### src/rtl/piso_pkg.sv
// rtl/piso_pkg.sv - shared types and default sizes for the parallel-in serial-out stream
package piso_pkg;

    typedef enum logic {
        IDLE  = 1'b0,
        SHIFT = 1'b1
    } piso_state_e;

    localparam int PISO_DATA_W = 8;
    localparam int PISO_DEPTH  = 8;

endpackage

### src/rtl/piso_out_stream.sv
// rtl/piso_out_stream.sv - parallel word in, DEPTH serial beats out over a valid/ready stream
// Define PISO_OUT_B2B_EN to accept the next word on the last-beat handshake with no bubble.
module piso_out_stream
    import piso_pkg::*;
#(
    parameter int DATA_W    = PISO_DATA_W,
    parameter int DEPTH     = PISO_DEPTH,
    parameter int LSB_FIRST = 1
) (
    input  logic                    CLKEXT,
    input  logic                    CLR_PISO,
    input  logic                    load_valid,
    output logic                    load_ready,
    input  logic [DEPTH*DATA_W-1:0] load_data,
    output logic                    out_valid,
    input  logic                    out_ready,
    output logic [DATA_W-1:0]       out_data,
    output logic                    out_last
);

    localparam int WORD_W = DEPTH * DATA_W;
    localparam int CNT_W  = $clog2(DEPTH);
    localparam logic [CNT_W-1:0] CNT_LAST = CNT_W'(DEPTH - 1);

    piso_state_e       state_q, state_d;
    logic [CNT_W-1:0]  cnt_q, cnt_d;
    logic [WORD_W-1:0] sreg_q, sreg_d;

    logic [DATA_W-1:0] head;
    logic [WORD_W-1:0] shifted;
    logic              load_fire;
    logic              beat_fire;

    // The element due next always sits at the output end; the far end is zero-filled.
    always_comb begin
        head    = '0;
        shifted = '0;
        if (LSB_FIRST != 0) begin
            head    = sreg_q[DATA_W-1:0];
            shifted = sreg_q >> DATA_W;
        end else begin
            head    = sreg_q[WORD_W-1 -: DATA_W];
            shifted = sreg_q << DATA_W;
        end
    end

    always_comb begin
        out_valid = (state_q == SHIFT);
        out_last  = out_valid && (cnt_q == CNT_LAST);
        out_data  = out_valid ? head : '0;
`ifdef PISO_OUT_B2B_EN
        load_ready = !CLR_PISO && ((state_q == IDLE) || (out_last && out_ready));
`else
        load_ready = !CLR_PISO && (state_q == IDLE);
`endif
        load_fire = load_valid && load_ready;
        beat_fire = out_valid && out_ready && !CLR_PISO;
    end

    always_comb begin
        state_d = state_q;
        cnt_d   = cnt_q;
        sreg_d  = sreg_q;
        if (beat_fire) begin
            sreg_d = shifted;
            if (out_last) begin
                state_d = IDLE;
                cnt_d   = '0;
            end else begin
                cnt_d = cnt_q + 1'b1;
            end
        end
        // A load on the last-beat handshake overrides the return to IDLE.
        if (load_fire) begin
            state_d = SHIFT;
            cnt_d   = '0;
            sreg_d  = load_data;
        end
    end

    always_ff @(posedge CLKEXT) begin
        if (CLR_PISO) begin
            state_q <= IDLE;
            cnt_q   <= '0;
            sreg_q  <= '0;
        end else begin
            state_q <= state_d;
            cnt_q   <= cnt_d;
            sreg_q  <= sreg_d;
        end
    end

endmodule

### config.mk
export PLATFORM = sky130hd
export DESIGN_NAME = piso_out_stream
export DESIGN_NICKNAME = d
export VERILOG_FILES = /design/src/rtl/piso_pkg.sv /design/src/rtl/piso_out_stream.sv
export SDC_FILE = /design/constraint.sdc
export NUM_CORES = 1
export LEC_CHECK = 0
export CORE_ASPECT_RATIO = 0.7
export CORE_MARGIN = 2
export CORE_UTILIZATION = 52
export DETAILED_ROUTE_END_ITERATION = 10
export PLACE_DENSITY = 0.84
export SLEW_MARGIN = 40
export SYNTH_ARGS = -nofsm -noshare
export SYNTH_HDL_FRONTEND = slang
export SYNTH_SLANG_ARGS = --single-unit
### constraint.sdc
create_clock -name CLKEXT -period 3.55 [get_ports CLKEXT]
set_input_delay 0.5325 -clock CLKEXT [delete_from_list [all_inputs] [get_ports CLKEXT]]
set_output_delay 0.5325 -clock CLKEXT [all_outputs]
set_load 0.01 [all_outputs]
======== Word-level counts from Yosys, hierarchy flattened ========
Cells that the tools add are included.
word-level totals
  flip-flop bits (word level) ............. 68
  output and inout port bits .............. 11
operators by class
  add/sub/neg operators ................... 1
  equal/unequal tests ..................... 1
  muxes and demuxes ....................... 7
  bitwise operators ....................... 1
  reduce and logical (&&, ||, !) cells .... 10
operator list
  operator                                                       number
  64-bit two-way mux                                             2
  8-bit two-way mux                                              1
  1-bit logical AND                                              5
  2-bit nonzero test                                             2
  3-bit by 1-bit adder with 3-bit output, second input constant  1
  3-bit == test, second input constant                           1
  1-bit two-way mux                                              3
  3-bit two-way mux                                              1
  2-bit AND reduction                                            1
  2-bit OR reduction                                             1
  1-bit logical NOT                                              1
  1-bit NOT                                                      1

======== Depth between registers and ports, before layout ========
  word-level depth ........................ 5
  depth in mapped cells ................... 6
  depth with buffers taken out ............ 5

======== Worst setup path before layout ========
No wires, ideal clock.
  path kind ............................... input port to output port
  from .................................... input CLR_PISO
  to ...................................... output load_ready
  data arrival time ....................... 1.112 ns
  required time ........................... 3.017 ns
  path slack .............................. 1.906 ns
  stages on the path ...................... 3
  cells stage by stage .................... or2_2 > clkbuf_1 > inv_1
between the ends
  longest elaborated chain between the ends .. 2
ends and longest elaborated chain
  element             line                   text
  start: declaration  piso_out_stream.sv:11  input logic CLR_PISO,
  1-bit logical NOT   piso_out_stream.sv:54  load_ready = !CLR_PISO && (state_q == IDLE);
  1-bit logical AND   piso_out_stream.sv:54
  end: declaration    piso_out_stream.sv:13  output logic load_ready,
No other way between the ends.

======== Worst setup path after layout ========
  from .................................... register state_q (netlist: out_valid)
  to ...................................... output load_ready
between the ends
  longest elaborated chain between the ends .. 2
ends and longest elaborated chain
  element                   line                   text
  start: declaration        piso_out_stream.sv:25  piso_state_e state_q, state_d;
  start signal: assignment  piso_out_stream.sv:87  state_q <= state_d;
  1-bit NOT                 piso_out_stream.sv:54
  1-bit logical AND         piso_out_stream.sv:54
No other way between the ends.

==> impl_metrics.py <==
metrics = {
    "clock_network": {
        "path_clk_slew_ns": 0.07,
        "cts_setup_buffers": 0,
        "cts_sinks": 68,
        "clk_path_buf_depth": 2,
        "cts_resized": 0,
        "clk_latency_ns": 0.35,
        "cts_tree": "done",
        "htree_num_levels": 3,
        "cts_made_buffers": 9,
        "clockRootBuffer": "clkbuf_8",
        "cts_hold_buffers": 0,
    },
    "setup_path": {
        "max_stage_delay_ns": 0.77,
        "slowest_stage": "dfxtp_1",
        "crit_family": "flip-flops",
        "required_ns": 3.02,
        "start_kind": "flop",
        "cp-end-kind": "primary output",
        "worstSetupPathType": "flop to primary output",
        "cp.arrival_ns": 2.33,
        "crit_buf_inv": 2,
        "crit_path_cell_trace": "or2_2, inv_1, clkdlybuf4s50_1",
        "cp_max_fo": 30,
    },
    "pwr": {
        "p_per_area_mw_per_mm2": 435,
        "internal-power_mw": 1.29,
        "vdd_drop_max_uv": 254,
        "netSwitchingPower_uw": 439,
        "seqPwrFrac_pct": 48.9,
        "switching_share_pct": 25.3,
        "p_leak_nw": 1.55,
        "clkPwrFrac_pct": 35.9,
        "power_frac_comb_pct": 15.2,
    },
    "floorplan": {
        "initial_core_util_pct": 53.6,
        "num_rows": 23,
        "io_pins": 79,
        "core_area_mm2": 0.00573,
        "die_x_um": 95.9,
        "die_area_mm2": 0.00655,
        "die_h_um": 68.3,
    },
    "grt": {
        "grt_pass1_vias": 2452,
        "grt_max_degree": 41,
        "grt_usage_pct": 25.0,
        "antenna_found_initial": 0,
        "grt_pass1_wl_um": 12100,
        "grt.overflow.total": 0,
    },
    "sta": {
        "drv_slew": 0,
        "worst_pin_slew_ns": 0.839,
        "rsz0062_at_grt": "false",
        "fin_skew_ns": 0.00618,
        "finalWorstSetupSlack_ns": 0.690,
        "max_freq_mhz": 350,
        "period_share_pct": 80.6,
        "tns_ns": 0,
        "final_hold_viol_count": 0,
        "worst_hold_slack_ns": 0.457,
        "maxSlewHeadroom_pct": 42.9,
        "setup_viol_count_final": 0,
        "period_needed_ns": 2.86,
    },
    "synth": {
        "synth.top_cell.area_share_pct": 44.3,
        "synthesis.nets": 390,
        "syn_area_mm2": 0.00307,
        "synth_seq_cells": 68,
        "synth.area.top_cells": "dfxtp_1, mux2i_1, a22oi_1, a21oi_1, o22ai_1",
        "synthSimpleGateAreaFrac_pct": 10.0,
        "ys_types": 22,
        "synthTopCellsByCount": "dfxtp_1, mux2i_1, a21oi_1",
        "synthAdderAreaFrac_pct": 0.815,
        "yosysWarnings": 0,
        "yosysMostFrequentCell": "dfxtp_1",
        "synth_area_leader_cell": "dfxtp_1",
        "synth_top_family_by_area": "multiplexers",
        "synth_flop_cell": "dfxtp_1",
        "synth_enable_flop_cells": 0,
        "synthMuxAreaShare_pct": 20.0,
        "synth_xor_area_share_pct": 0,
        "async_flop_share_pct": 0,
        "synth_cells": 320,
        "ys_seq_area_share_pct": 44.3,
        "synth_compound_area_share_pct": 18.8,
        "syn_avg_cell_area_um2": 9.60,
    },
    "route": {
        "via_per_inst": 5.78,
        "first_pass_iters": 4,
        "drc_errors": 0,
        "drt_iter0_markers": 284,
        "vias": 2683,
        "ant_nets": 0,
        "avgRoutedWirePerCell_um": 16.6,
        "drt-total-wl_um": 7710,
    },
    "place": {
        "dp_hpwl_um": 5130,
        "gp_congestion": 0.898,
        "place_ws_ns": 0.867,
        "numPortBuffers": 78,
    },
    "hold_path": {
        "worstHoldPathType": "flop to flop",
    },
    "status": {
        "status": "finished clean",
    },
    "layout": {
        "final_layout_size_suffix_gt1_share_pct": 6.17,
        "num-nets-final": 455,
        "synthToLayoutAreaGrowth_pct": 29.7,
        "diodes": 0,
    },
    "run": {
        "maxCapViolCount": 0,
    },
}
-- registers in the layout, summed over array words and instances, names as in the netlist --
name       count
sreg_q        64
out_valid      1
cnt_q          3
-- power groups by stage --
stage	combinational, mW	sequential [mW]	clock (mW)
2_1_floorplan	0.164	0.848	0
3_3_place_gp	0.256	0.860	0
3_5_place_dp	0.260	0.863	0
4_1_cts	0.262	0.846	0.631
5_1_grt	0.285	0.852	0.667
6_report	0.264	0.847	0.623
-- placed cells by master (no fill, tap or decap), types with 8 or more instances in the layout --
cell type        instances
a22oi_1                 27
clkdlybuf4s50_1         76
mux2i_1                 59
nand3_1                  8
a21oi_1                 37
and2_1                   9
dfxtp_1                 68
o22ai_1                 29
clkbuf_8                10
nand2_1                 36
-- layout make-up --
cell class / instances / area (µm²)
Inverter: 1 / 3.75
Fill cell: 455 / 1740
Sequential cell: 68 / 1360
Tap cell: 75 / 93.8
Clock buffer: 13 / 149
Clock inverter: 2 / 35.0
Timing Repair Buffer: 84 / 816
Multi-Input combinational cell: 221 / 1520
-- metal layers --
metal  track usage (%)  wire (µm)  vias to the layer above
li1                  -          -                     1295
met3              9.36        530                       13
met1              35.9       3800                     1279
met5                 0          0                        -
met2              35.9       3290                       96
met4              4.82         92                        0
-- worst paths after layout --
path                                               from                       to  slack (ns)  cells after the start
worst max-delay path             out_valid$_SDFFE_PP0P_               load_ready        0.69                      3
worst min-delay path            sreg_q[53]$_SDFFE_PP0P_  sreg_q[53]$_SDFFE_PP0P_        0.46                      2
worst max register to register   out_valid$_SDFFE_PP0P_  sreg_q[50]$_SDFFE_PP0P_        1.54                      3
worst min register to register  sreg_q[53]$_SDFFE_PP0P_  sreg_q[53]$_SDFFE_PP0P_        0.46                      2
-- through the flow --
step / total power, mW / instance area (µm²) / instances / util (%)
floorplan: 1.01 / 3070 / 320 / -
global placement: 1.12 / 3800 / 449 / 66.3
detailed placement: 1.12 / 3800 / 449 / 66.3
CTS: 1.74 / 3980 / 464 / 69.5
global route: 1.80 / 3980 / 464 / 69.5
finish: 1.73 / 3980 / 464 / 69.5
-- worst min-delay path, stage by stage, from the launching register on --
cell	delay [ns]
dfxtp_1	0.31
nand2_1	0.05
a21oi_1	0.05
-- logic make-up (layout without fill, tap and decap cells) --
| logic type | count (synthesis) | in the layout |
|---|---|---|
| adders and majority gates | 2 | 2 |
| buffers and inverters | 31 | 100 |
| muxes | 60 | 60 |
| DFF | 68 | 68 |
| AOI/OAI and AO/OA | 94 | 94 |
| and+or+nand+nor | 65 | 65 |
(Power assumes the default switching activity.)
